===== config.mk =====
export PLATFORM = sky130hd
export DESIGN_NAME = ll_free_ctrl
export DESIGN_NICKNAME = d
export VERILOG_FILES = /design/src/rtl/ll_pkg.sv /design/src/rtl/ll_next_ram.sv /design/src/rtl/ll_free_ctrl.sv
export SDC_FILE = /design/constraint.sdc
export NUM_CORES = 2
export LEC_CHECK = 0
export CAP_MARGIN = 0
export CORE_UTILIZATION = 41
export DETAILED_ROUTE_END_ITERATION = 10
export MAX_ROUTING_LAYER = met4
export PLACE_DENSITY = 0.57
export RECOVER_POWER = 100
export SYNTH_ARGS = -nofsm -noshare
export SYNTH_HDL_FRONTEND = slang
export SYNTH_SLANG_ARGS = --single-unit

===== constraint.sdc =====
create_clock -name clk -period 14.1 [get_ports clk]
set_input_delay 2.82 -clock clk [delete_from_list [all_inputs] [get_ports clk]]
set_output_delay 2.82 -clock clk [all_outputs]
set_load 0.005 [all_outputs]

===== src/rtl/ll_pkg.sv =====
// Shared constants and types for the linked-list free-node controller.
package ll_pkg;

   localparam int N     = 256;
   localparam int W_PTR = $clog2(N);

   typedef logic [W_PTR-1:0] Pointer;

   typedef enum logic {
      ST_INIT = 1'b0,
      ST_RUN  = 1'b1
   } state_t;

endpackage


===== src/rtl/ll_next_ram.sv =====
// Link storage next[0..N-1]: one synchronous write port, asynchronous read.
// Contents are never reset; the controller rewrites every entry after reset.
module ll_next_ram #(
   parameter int N     = ll_pkg::N,
   parameter int W_PTR = $clog2(N)
) (
   input  logic             clk,
   input  logic             i_we,
   input  logic [W_PTR-1:0] i_waddr,
   input  logic [W_PTR-1:0] i_wdata,
   input  logic [W_PTR-1:0] i_raddr,
   output logic [W_PTR-1:0] o_rdata
);

   logic [W_PTR-1:0] r_next [N];

   // single write port, used by the init sweep and by list appends
   always_ff @(posedge clk) begin
      if (i_we) r_next[i_waddr] <= i_wdata;
   end

   assign o_rdata = r_next[i_raddr];

endmodule


===== src/rtl/ll_free_ctrl.sv =====
// Free-node list controller: hands out nodes to two round-robin requesters
// and takes returned nodes back onto the tail of the list.
// Optional macro LL_FREE_CHECK_EN adds an allocated-node bitmap that drops
// frees of nodes not currently allocated and pulses err for each one.
//
//   state   | meaning
//   --------+--------------------------------------------------------------
//   ST_INIT | sweeping next[i]=i+1, one entry per cycle; no grants/frees
//   ST_RUN  | list live: grants pop head, frees append at tail
module ll_free_ctrl #(
   parameter int N     = ll_pkg::N,
   parameter int W_PTR = $clog2(N)
) (
   input  logic             clk,
   input  logic             rst,
   input  logic [1:0]       alloc_req,
   output logic [1:0]       alloc_gnt,
   output logic [W_PTR-1:0] alloc_ptr,
   input  logic             free_vld,
   input  logic [W_PTR-1:0] free_ptr,
   output logic [W_PTR:0]   free_cnt,
   output logic             ready,
   output logic             err
);

   import ll_pkg::*;

   localparam logic [W_PTR:0]   CNT_FULL = (W_PTR+1)'(N);
   localparam logic [W_PTR:0]   CNT_ONE  = (W_PTR+1)'(1);
   localparam logic [W_PTR-1:0] PTR_LAST = W_PTR'(N-1);

   state_t           r_state;
   state_t           w_state_nxt;
   logic [W_PTR-1:0] r_init_cnt;
   logic [W_PTR-1:0] r_head;
   logic [W_PTR-1:0] r_tail;
   logic [W_PTR:0]   r_cnt;
   logic             r_ready;
   logic             r_err;
   logic             r_last_gnt;

   logic [W_PTR-1:0] w_next_head;
   logic             w_ram_we;
   logic [W_PTR-1:0] w_ram_waddr;
   logic [W_PTR-1:0] w_ram_wdata;
   logic             w_run;
   logic             w_init_last;
   logic             w_cnt_zero;
   logic             w_cnt_one;
   logic             w_cnt_full;
   logic             w_alloc;
   logic             w_free_ok;
   logic             w_free_acc;
   logic             w_bad_free;

   assign w_run       = (r_state == ST_RUN);
   assign w_init_last = (r_init_cnt == PTR_LAST);
   assign w_cnt_zero  = (r_cnt == '0);
   assign w_cnt_one   = (r_cnt == CNT_ONE);
   assign w_cnt_full  = (r_cnt == CNT_FULL);
   assign w_alloc     = |alloc_gnt;
   assign w_free_acc  = w_run && free_vld && !w_cnt_full && w_free_ok;

`ifdef LL_FREE_CHECK_EN
   logic [N-1:0] r_bitmap;

   // track which nodes are held by requesters; a node leaves on grant, returns on free
   always_ff @(posedge clk) begin
      if (rst) begin
         r_bitmap <= '0;
      end else if (w_run) begin
         if (w_alloc)    r_bitmap[r_head]   <= 1'b1;
         if (w_free_acc) r_bitmap[free_ptr] <= 1'b0;
      end
   end

   assign w_free_ok  = r_bitmap[free_ptr];
   assign w_bad_free = w_run && free_vld && !r_bitmap[free_ptr];
`else
   assign w_free_ok  = 1'b1;
   assign w_bad_free = 1'b0;
`endif

   // state register
   always_ff @(posedge clk) begin
      if (rst) r_state <= ST_INIT;
      else     r_state <= w_state_nxt;
   end

   // next state: leave INIT after the last link entry is written
   always_comb begin
      w_state_nxt = r_state;
      case (r_state)
         ST_INIT: if (w_init_last) w_state_nxt = ST_RUN;
         ST_RUN:  w_state_nxt = ST_RUN;
         default: w_state_nxt = ST_INIT;
      endcase
   end

   // outputs: round-robin grant and link-RAM write port
   always_comb begin
      alloc_gnt   = 2'b00;
      w_ram_we    = 1'b0;
      w_ram_waddr = r_tail;
      w_ram_wdata = free_ptr;
      case (r_state)
         ST_INIT: begin
            w_ram_we    = 1'b1;
            w_ram_waddr = r_init_cnt;
            w_ram_wdata = r_init_cnt + 1'b1;
         end
         ST_RUN: begin
            if (!w_cnt_zero) begin
               case (alloc_req)
                  2'b01:   alloc_gnt = 2'b01;
                  2'b10:   alloc_gnt = 2'b10;
                  2'b11:   alloc_gnt = r_last_gnt ? 2'b01 : 2'b10;
                  default: alloc_gnt = 2'b00;
               endcase
            end
            // an empty list has no tail link to patch; the freed node becomes head
            w_ram_we = w_free_acc && !w_cnt_zero;
         end
         default: ;
      endcase
   end

   // head/tail/count bookkeeping, init sweep counter and error pulse
   always_ff @(posedge clk) begin
      if (rst) begin
         r_init_cnt <= '0;
         r_head     <= '0;
         r_tail     <= '0;
         r_cnt      <= '0;
         r_ready    <= 1'b0;
         r_err      <= 1'b0;
         r_last_gnt <= 1'b1;
      end else begin
         r_err <= w_bad_free;
         if (!w_run) begin
            r_init_cnt <= r_init_cnt + 1'b1;
            if (w_init_last) begin
               r_head  <= '0;
               r_tail  <= PTR_LAST;
               r_cnt   <= CNT_FULL;
               r_ready <= 1'b1;
            end
         end else begin
            if (w_alloc) r_last_gnt <= alloc_gnt[1];
            case ({w_alloc, w_free_acc})
               2'b10: begin
                  r_head <= w_next_head;
                  r_cnt  <= r_cnt - 1'b1;
               end
               2'b01: begin
                  r_tail <= free_ptr;
                  if (w_cnt_zero) r_head <= free_ptr;
                  r_cnt  <= r_cnt + 1'b1;
               end
               2'b11: begin
                  // popping the only node while appending: freed node is the whole list
                  r_tail <= free_ptr;
                  if (w_cnt_one) r_head <= free_ptr;
                  else           r_head <= w_next_head;
               end
               default: ;
            endcase
         end
      end
   end

   ll_next_ram #(
      .N     (N),
      .W_PTR (W_PTR)
   ) u_next_ram (
      .clk     (clk),
      .i_we    (w_ram_we),
      .i_waddr (w_ram_waddr),
      .i_wdata (w_ram_wdata),
      .i_raddr (r_head),
      .o_rdata (w_next_head)
   );

   assign alloc_ptr = r_head;
   assign free_cnt  = r_cnt;
   assign ready     = r_ready;
   assign err       = r_err;

endmodule

==> summary by stage <==
Worst setup path
On the worst path, the slowest cell contributes a delay of 2.85 ns. Setup slack on the worst reg-to-reg path comes out at 4.41 ns. The type of element capturing the critical path is a flop. The worst endpoint data arrival time is 10.21 ns. The number of buffers and inverters on the critical path is 3. The worst register-to-register path begins at r_init_cnt[2]$_SDFFE_PP0N_. The most critical setup path has its startpoint at free_ptr[7].

The largest fanout on the critical path is 76. The cell class contributing the biggest share of worst-path delay is buffers and inverters. The slowest stage cell on the critical path is sky130_fd_sc_hd__clkbuf_1. For the worst flop-to-flop path, the logic depth is 7.

The critical path goes through dlygate4sd3_1 > nand2_1 > o21ai_0 > clkbuf_1 > clkbuf_1. The required time reported for the critical path endpoint is 14.27 ns. The most frequent cell on the critical path is sky130_fd_sc_hd__clkbuf_1.

The critical path is of the in -> reg type. The worst setup path is launched from a primary input. The reg-to-reg critical path endpoint is u_next_ram.r_next[100][7]$_DFFE_PP_.

Placement
The count of buffers added on input and output ports is 32. Routability-driven placement finished with a final weighted congestion of 0.866. After legalization and detailed placement, the total HPWL measured 141 mm.

The cell area after placement is 85500 um2. Timing analysis after detailed placement gives a worst setup slack of 7.22 ns.

Logic synthesis
The sequential area share after synthesis is 75.9%. The dominant combinational cell family by area after synthesis is multiplexers. The total standard cell area after synthesis is 82100 um2. By area the synthesized netlist is led by sky130_fd_sc_hd__edfxtp_1, sky130_fd_sc_hd__mux4_2, sky130_fd_sc_hd__mux2i_1. For this run, the leading register cell type out of synthesis is sky130_fd_sc_hd__edfxtp_1. The largest total area in the synthesized netlist belongs to sky130_fd_sc_hd__edfxtp_1. The number of synthesized register bits is 2092. The number of enable flip-flop cells after synthesis is 2048. The synthesized netlist devotes 0.181% of its cell area to XOR and XNOR gates.

During synthesis, Yosys emitted a total of 0 warnings. The top-area cell type share of the netlist area is 74.9%. In the synthesized netlist, mux cells make up 14.3% of the area.

The number of distinct library cells after synthesis is 76. The net count of the mapped netlist is 4272. The share of flip-flops with an asynchronous set or reset is 0%.

Synthesis handed over a netlist of 4251 instances. After Yosys synthesis, full adders, half adders and majority gates account for 0.122% of the synthesized area. Each instance of the synthesized netlist takes up on average 19.3 um2.

The compound-cell area share of the yosys netlist is 4.06%. After Yosys synthesis, and, or, nand and nor cells account for 3.72% of the synthesized area.

STA
Setup repair after global routing left no endpoint under its margin. Headroom to the max-slew limit came out at -272%. The post-layout worst setup margin is 4.06 ns.

The max-slew violation count is 1343. The number of hold-slack violations in the final timing report is 0. Summed over all failing endpoints, the final setup total negative slack is 0 ns. The worst path in the final design needs a cycle of 10.04 ns, including I/O delays and setup. Across all hold checks on the routed design, the worst slack comes to 0.446 ns.

For the pin with the worst max-slew slack, the measured transition is 5.52 ns. Setup violations remaining at the end of the flow were counted as 0. Static timing analysis puts the maximum clock frequency at 99.6 MHz. Of the available clock period, the critical path in the final layout requires 71.2%. The final worst clock skew is 0.0346 ns.

Die
The floorplan step defined a die boundary enclosing 202000 um2. The core region is 198000 um2. The initial cell density of the core is 41.4%. The I/O pin total is 34. The row count is 163. Measured along the x axis, the die boundary spans 450 um.

From bottom edge to top edge, the die measures 450 um.

Clock tree
The number of buffers added to fix hold violations after cts is 0. The number of cells upsized or downsized after cts is 0. The number of buffers created by CTS is 209.

The H-tree depth is 4. The clock passes through at most 3 buffers. TritonCTS built the clock tree.

The number of setup buffers added after CTS is 0. At the later pin of the worst-skew pair, clock insertion delay measures 0.86 ns. The clock transition at the registers of the reported paths is 0.06 ns. The sink count of the clock tree is 2092. The cell sitting at the root of the clock tree is a sky130_fd_sc_hd__clkbuf_16.

Global routing
After global routing the overflow that remains totals 0. The number of antenna violations at the first check in global routing is 14. The overall routing resource usage is 23.2%.

The via count of the first global-routing pass is 42400. Entering global routing, the biggest net connects 169 pins. The first global-routing pass estimated 324 mm of wire.

Status
The flow ran to the end, but the final reports show violations. The final reports fail on capacitance limit, slew limit.

Pwr
In this run the power density over the cells is 135 nW/um2. The worst ir drop on vdd is 0.118 mV. The total leakage power is 27.6 nW.

Layout
The cell area after layout is 91900 um2. Of the cells placed in the final design, the portion with a size suffix greater than 1 is 18.0%. The final-stage net count is 4370. The area growth from synthesis to layout is 11.9%.

Worst hold path
The startpoint identified for the worst hold timing path is ready$_SDFFE_PP0P_. The end point of the most critical hold path is ready$_SDFFE_PP0P_. The worst min-delay path category is reg -> reg. Counting instances, the worst hold path has a depth of 2.

Run
Max-cap violations in this run came to 30.

Route
Using the TritonRoute via totals, the vias-per-cell ratio works out to 6.01. The number of iterations in the first detailed-routing pass is 7. The average wire per standard cell is 32.1 um. The DRC violation total after the first TritonRoute iteration is 5469. The final layout contains routed wiring with a total length of 230 mm. The total DRC errors in the routed layout is 0.

The count of nets left with antenna violations once routing finished came out at 0. The via count is 43100.
[worst reg2reg max path, delay by kind of cell (launching register included)]
kind | cells | cell delay (ns)
AOI/OAI and AO/OA | 1 | 2.38
xor gates and xnor gates | 1 | 0.10
buffers and inverters | 2 | 5.34
DFF | 1 | 0.50
and+or+nand+nor | 3 | 0.63
[registers in the layout, summed over array words and instances, names as in the netlist, named ones only]
name,cells
u_next_ram.r_next,2048
r_tail,8
alloc_ptr,8
free_cnt,9
r_state,1
ready,1
r_init_cnt,8
r_last_gnt,1
[through the flow]
stage                     util [%]  std cells  power (mW)
after floorplan                  -       4251        7.08
after global placement        43.1       6778        7.12
after detailed placement      43.1       6778        7.13
after CTS                     46.5       7157        12.5
after global routing          46.4       7163        12.7
final                         46.4       7167        12.4
[area by class of cell]
class / instances / area, um2
inverter: 18 / 67.6
sequential: 2092 / 62400
antenna: 10 / 25.0
timing repair buffer: 138 / 1090
fill: 16700 / 106000
multi-input combinational: 1890 / 18400
clock buffer: 262 / 5470
clock inverter: 117 / 1100
tap: 2640 / 3300
[cell usage after synthesis (14+ instances only)]
cell	instances
sky130_fd_sc_hd__a2111oi_0	18
sky130_fd_sc_hd__o21ai_0	65
sky130_fd_sc_hd__dfxtp_1	44
sky130_fd_sc_hd__nand3_1	44
sky130_fd_sc_hd__o221ai_1	38
sky130_fd_sc_hd__clkbuf_1	111
sky130_fd_sc_hd__nand2b_1	20
sky130_fd_sc_hd__a211oi_1	17
sky130_fd_sc_hd__mux2i_1	267
sky130_fd_sc_hd__edfxtp_1	2048
sky130_fd_sc_hd__nor2b_1	19
sky130_fd_sc_hd__buf_6	20
sky130_fd_sc_hd__buf_4	36
sky130_fd_sc_hd__buf_1	14
sky130_fd_sc_hd__buf_2	70
sky130_fd_sc_hd__mux4_2	383
sky130_fd_sc_hd__or3_1	15
sky130_fd_sc_hd__o22ai_1	88
sky130_fd_sc_hd__nand2_1	164
sky130_fd_sc_hd__inv_1	14
sky130_fd_sc_hd__a221oi_1	18
sky130_fd_sc_hd__a22oi_1	59
sky130_fd_sc_hd__mux2_2	37
sky130_fd_sc_hd__nor3_1	27
sky130_fd_sc_hd__a21oi_1	82
sky130_fd_sc_hd__nor2_1	336
[power by group]
part / internal, mW / switching (mW) / total, mW
logic: 0.0156 / 0.147 / 0.163
clock network: 3.02 / 2.37 / 5.40
registers: 6.84 / 0.00355 / 6.84
total: 9.88 / 2.52 / 12.4
[how the worst max path moves through the flow]
stage | end | slack [ns] | cells after the start
3_3_place_gp | alloc_gnt[0] | 7.21 | 4
4_1_cts | alloc_gnt[1] | 7.22 | 4
3_5_place_dp | alloc_gnt[1] | 7.22 | 4
5_1_grt | u_next_ram.r_next[117][7]$_DFFE_PP_ | 3.69 | 5
6_report | u_next_ram.r_next[100][7]$_DFFE_PP_ | 4.06 | 5
2_1_floorplan | u_next_ram.r_next[0][7]$_DFFE_PP_ | 0.89 | 6
[cell families (layout without fill, tap and decap cells)]
family,after synthesis,in the layout
adders and majority gates,8,8
muxes,688,688
xor gates and xnor gates,17,17
other,1,11
AOI/OAI and AO/OA,482,482
buffers and inverters,269,535
and+or+nand+nor,694,694
DFF,2092,2092
[layout by cell type (no fill, tap or decap), types with 9 or more instances in the layout]
cell type,count
sky130_fd_sc_hd__a2111oi_0,18
sky130_fd_sc_hd__a211oi_1,17
sky130_fd_sc_hd__a21oi_1,82
sky130_fd_sc_hd__a221oi_1,18
sky130_fd_sc_hd__a22oi_1,59
sky130_fd_sc_hd__a31oi_1,10
sky130_fd_sc_hd__and2_1,11
sky130_fd_sc_hd__buf_4,69
sky130_fd_sc_hd__bufinv_16,15
sky130_fd_sc_hd__clkbuf_1,81
sky130_fd_sc_hd__clkbuf_16,211
sky130_fd_sc_hd__clkinv_1,47
sky130_fd_sc_hd__clkinv_2,39
sky130_fd_sc_hd__dfxtp_1,38
sky130_fd_sc_hd__diode_2,10
sky130_fd_sc_hd__dlygate4sd3_1,27
sky130_fd_sc_hd__edfxtp_1,2048
sky130_fd_sc_hd__inv_1,13
sky130_fd_sc_hd__mux2_2,37
sky130_fd_sc_hd__mux2i_1,267
sky130_fd_sc_hd__mux4_2,383
sky130_fd_sc_hd__nand2_1,163
sky130_fd_sc_hd__nand2b_1,19
sky130_fd_sc_hd__nand3_1,44
sky130_fd_sc_hd__nand4_1,9
sky130_fd_sc_hd__nor2_1,335
sky130_fd_sc_hd__nor2b_1,13
sky130_fd_sc_hd__nor3_1,27
sky130_fd_sc_hd__nor4_1,9
sky130_fd_sc_hd__o21ai_0,64
sky130_fd_sc_hd__o221ai_1,38
sky130_fd_sc_hd__o22ai_1,88
sky130_fd_sc_hd__or3_1,15
sky130_fd_sc_hd__xnor2_1,11
[routing by layer]
metal  vias up  track usage (%)  share of wire [%]
met5         -                -                  0
met4         0             6.90                3.1
met3       365             4.05                8.2
met2      1942             34.7                 46
met1     23100             32.6                 42
li1      17700                -                  -
(Power assumes the default switching activity.)
